===== src/rtl/or32.sv =====
// Bitwise OR slice for the ALU: combinational R = A | B with zero/ones flags,
// plus a registered copy (R_q, zero_q, valid_q) for pipelined consumers.

module or32_bit (
   input  logic a_i,
   input  logic b_i,
   output logic r_o
);
   assign r_o = a_i | b_i;
endmodule

module or32 #(
   parameter int WIDTH = 32
) (
   input  logic             clk,
   input  logic             rst,
   input  logic [WIDTH-1:0] A,
   input  logic [WIDTH-1:0] B,
   input  logic             en,
   output logic [WIDTH-1:0] R,
   output logic             zero,
   output logic             ones,
   output logic [WIDTH-1:0] R_q,
   output logic             zero_q,
   output logic             valid_q
);

   logic [WIDTH-1:0] r_d;
   logic             zero_d;
   logic             valid_d;

   // One gate-level OR cell per bit; no clk/rst anywhere on this path.
   for (genvar i = 0; i < WIDTH; i++) begin : g_bit
      or32_bit u_bit (
         .a_i (A[i]),
         .b_i (B[i]),
         .r_o (R[i])
      );
   end

   assign zero = ~|R;
   assign ones = &R;

   always_comb begin
      r_d     = R_q;
      zero_d  = zero_q;
      valid_d = 1'b0;
      if (en) begin
         r_d     = R;
         zero_d  = zero;
         valid_d = 1'b1;
      end
   end

   // zero_q resets high so it stays consistent with the cleared R_q.
   always_ff @(posedge clk or posedge rst) begin
      if (rst) begin
         R_q     <= '0;
         zero_q  <= 1'b1;
         valid_q <= 1'b0;
      end else begin
         R_q     <= r_d;
         zero_q  <= zero_d;
         valid_q <= valid_d;
      end
   end

endmodule


===== config.mk =====
export PLATFORM = sky130hd
export DESIGN_NAME = or32
export DESIGN_NICKNAME = d
export VERILOG_FILES = /design/src/rtl/or32.sv
export SDC_FILE = /design/constraint.sdc
export NUM_CORES = 1
export LEC_CHECK = 0
export CAP_MARGIN = 20
export CORE_ASPECT_RATIO = 0.5
export CORE_UTILIZATION = 30
export CTS_BUF_LIST = sky130_fd_sc_hd__clkbuf_2 sky130_fd_sc_hd__clkbuf_4 sky130_fd_sc_hd__clkbuf_8
export CTS_CLUSTER_DIAMETER = 100
export DETAILED_ROUTE_END_ITERATION = 7
export HOLD_SLACK_MARGIN = 0.08
export PLACE_DENSITY = 0.84
export SYNTH_ARGS = -nofsm -noshare
export SYNTH_HDL_FRONTEND = slang
export SYNTH_HIERARCHICAL = 1
export SYNTH_SLANG_ARGS = --single-unit

===== constraint.sdc =====
create_clock -name clk -period 4.4 [get_ports clk]
set_input_delay 1.32 -clock clk [delete_from_list [all_inputs] [get_ports clk]]
set_output_delay 1.32 -clock clk [all_outputs]
set_load 0.02 [all_outputs]

==> metrics.cfg <==
[outcome]
run_status = finished clean

[floorplanning]
pin_count = 135
floorplan.core_area_um2 = 5000
row_count = 18
die-area_um2 = 5600
die_y_um = 53.4
die_width_um = 105
initial_utilization_pct = 31.7

[final_layout]
finish.cell_count_without_fillers = 366
ff_latch_area_um2 = 852
ratio_of_cells_with_drive_above_1_in_the_final_layout_pct = 26.7
nNetsFinal = 362
fin_util_pct = 66.6
n_fill_cell = 381
syn_to_final_growth_pct = 110
multi_input_area_um2 = 733
ant_diodes = 0

[grt]
grt_busiest_layer = met2
initial_antenna_violation_count = 0
maximum_number_of_pins_on_one_net_before_global_route_repair = 35
grt_first_pass_wirelength_mm = 8.71
met3_track_demand_over_resource_in_global_routing_pct = 4.56
grt_pass1_vias = 1768
grt_util_met2_pct = 40.0
grt.total_usage_pct = 21.1
globalRouteMet1Util_pct = 23.1
grt_overflow_total = 0

[clocking]
worstSkewPairLatency_ns = 0.29
cts_hold_buffers = 0
cts.reportedPaths.clkPinSlew_ns = 0.07
cts_inserted_buffers = 5
tritoncts = done
tritoncts_num_sinks = 34
clock-root-buffer = sky130_fd_sc_hd__clkbuf_8
clock_path_buffers = 2
htree_levels = 2

[setup_path]
cp.required_ns = 3.08
endpoint_kind = output pin
r2r.worst_path.cells = 1
crit-reg2reg-capture = R_q[5]
cp_max_fo = 3
reg2reg_from = R_q[5]
timing_worst_setup_path_type = input port to output pin
startpoint_class_of_the_critical_path = input port
critical_path_arrival_ns = 2.95
timing.reg2reg.setup_slack_ns = 3.62

[hold_path]
timing.hold.worst_endpoint = R_q[23]
hold_path.class = register to register
worstHoldStart = R_q[23]
min_path_cells = 1

[yosys]
async_reset_ff_share_pct = 100
yosysTopAreaCell = sky130_fd_sc_hd__dfrtp_1
postSynthCellCount = 128
mappedNetlistNets = 195
netlist_top_cells_count = 33 x sky130_fd_sc_hd__dfrtp_1, 32 x sky130_fd_sc_hd__mux2_2, 32 x sky130_fd_sc_hd__or2_1
synth.ff_latch_count = 34
synthDominantCellAreaShare_pct = 52.1
synth_area_per_cell_um2 = 12.4
synth_seq_area_share_pct = 53.7
top_post_synthesis_cells_by_area = sky130_fd_sc_hd__dfrtp_1 52%, sky130_fd_sc_hd__mux2_2 23%, sky130_fd_sc_hd__or2_1 13%, sky130_fd_sc_hd__nand4_1 3.9%, sky130_fd_sc_hd__nor4_1 3.2%
yosysMostFrequentCell = sky130_fd_sc_hd__dfrtp_1
count_of_flip_flops_with_a_built_in_enable_after_synthesis = 0
synthesis.area_um2 = 1590
synth-warning-count = 6
yosys.cell_types.count = 12
synthFlopType = sky130_fd_sc_hd__dfrtp_1

[routing]
iteration_count_of_the_initial_detailed_routing_pass = 4
route.detailed.wl_per_inst_um = 15.7
drt_drc_violations_left = 0
wl_mm = 5.76
drtIter0Drc = 23
postRouteAntennaNets = 0
via_per_inst = 4.55
detailroute.via_count = 1665

[placed_design]
gp_congestion = 0.862
post-dp-hpwl_mm = 4.58
placement.io_buffers = 134
placedCellCount = 358

[timing]
final-setup-viol-count = 0
min_period_ns = 4.27
layout_worst_path_cycle_share_pct = 96.9
fin_tns_setup_ns = 0
fmax_ghz = 0.234
rsz_0062_raised_after_global_routing = no
finalClockSkew_ns = 0
max_slew.worst_pin.slew_ns = 0.445
hold_viol_final = 0
maxSlewViolCount = 0
worst_slew_margin_rel_pct = 70.3

[pwr]
vdd.ir_drop.worst_mv = 0.126
cellPowerDensity_nw_per_um2 = 271
cellLeakagePower_nw = 1.28

[flow_run]
max_cap_violation_count = 0

## registers in the layout, summed over array words and instances, names as in the netlist
signal	cells
zero_q	1
R_q	32
valid_q	1
## timing repair
action,4_1_cts,5_1_grt
pin swaps,0,0
endpoints found under the setup margin,2,2
gates resized for setup,6,7
setup buffers,0,0
## how the worst max path moves through the flow
stage	from	to	slack, ns	cells past startpoint
after floorplan	B[9]	ones	0.59	4
after global placement	A[6]	ones	-0.26	6
after detailed placement	B[10]	zero	-0.32	6
after CTS	A[5]	ones	0.02	6
after global routing	B[9]	zero	0.08	7
final	A[14]	ones	0.13	6
## layout by cell type, fill, tap and decap left out, types with 3 or more instances in the layout
master	count
sky130_fd_sc_hd__clkdlybuf4s50_1	132
sky130_fd_sc_hd__dfrtp_1	33
sky130_fd_sc_hd__mux2_2	32
sky130_fd_sc_hd__buf_4	30
sky130_fd_sc_hd__or2_1	29
sky130_fd_sc_hd__nand4_1	10
sky130_fd_sc_hd__clkbuf_8	6
sky130_fd_sc_hd__nor4_1	5
sky130_fd_sc_hd__nor4_2	3
sky130_fd_sc_hd__or2_4	3
## cell type report
cell class | count | share of cell area [%]
clock buffer | 7 | 2.70
clock inverter | 1 | 0.150
inverter | 2 | 0.225
multi-input combinational | 88 | 22.0
sequential | 34 | 25.6
tap | 70 | 2.63
timing repair buffer | 164 | 46.7
## logic make-up after synthesis
family | count (synthesis) | synth area share [%]
AO/OA/AOI/OAI | 1 | 0.473
buffers and inverters | 6 | 1.74
flip-flops | 34 | 53.7
multiplexers | 32 | 22.7
AND/OR/NAND/NOR | 55 | 21.4
## critical path: stages
cell	delay [ns]
sky130_fd_sc_hd__clkdlybuf4s50_1	0.47
sky130_fd_sc_hd__or2_1	0.18
sky130_fd_sc_hd__nand4_1	0.15
sky130_fd_sc_hd__or4_1	0.53
sky130_fd_sc_hd__nor2_1	0.11
sky130_fd_sc_hd__buf_2	0.17
## power by group
| part | switching [mW] | internal [mW] | total, mW | leakage, nW |
|---|---|---|---|---|
| sequential | 0.0133 | 0.340 | 0.353 | 0.353 |
| clock | 0.119 | 0.133 | 0.252 | 0.0517 |
| combinational | 0.126 | 0.171 | 0.297 | 0.871 |
## per-stage QoR
stage	hold slack, ns	setup WS [ns]	power, mW	area (um2)
after global routing	0.529	0.0845	0.941	3330
after floorplan	0.510	0.589	0.473	1590
after global placement	0.466	-0.256	0.646	3220
after detailed placement	0.495	-0.324	0.654	3220
after CTS	0.506	0.0223	0.908	3330
final	0.506	0.135	0.902	3330
## per-layer routing
layer	up-vias	share of wire, %
li1	790	-
met1	837	40
met2	23	55
met3	15	1.9
met4	0	2.9
met5	-	0
Power figures use the tool's default switching activity.
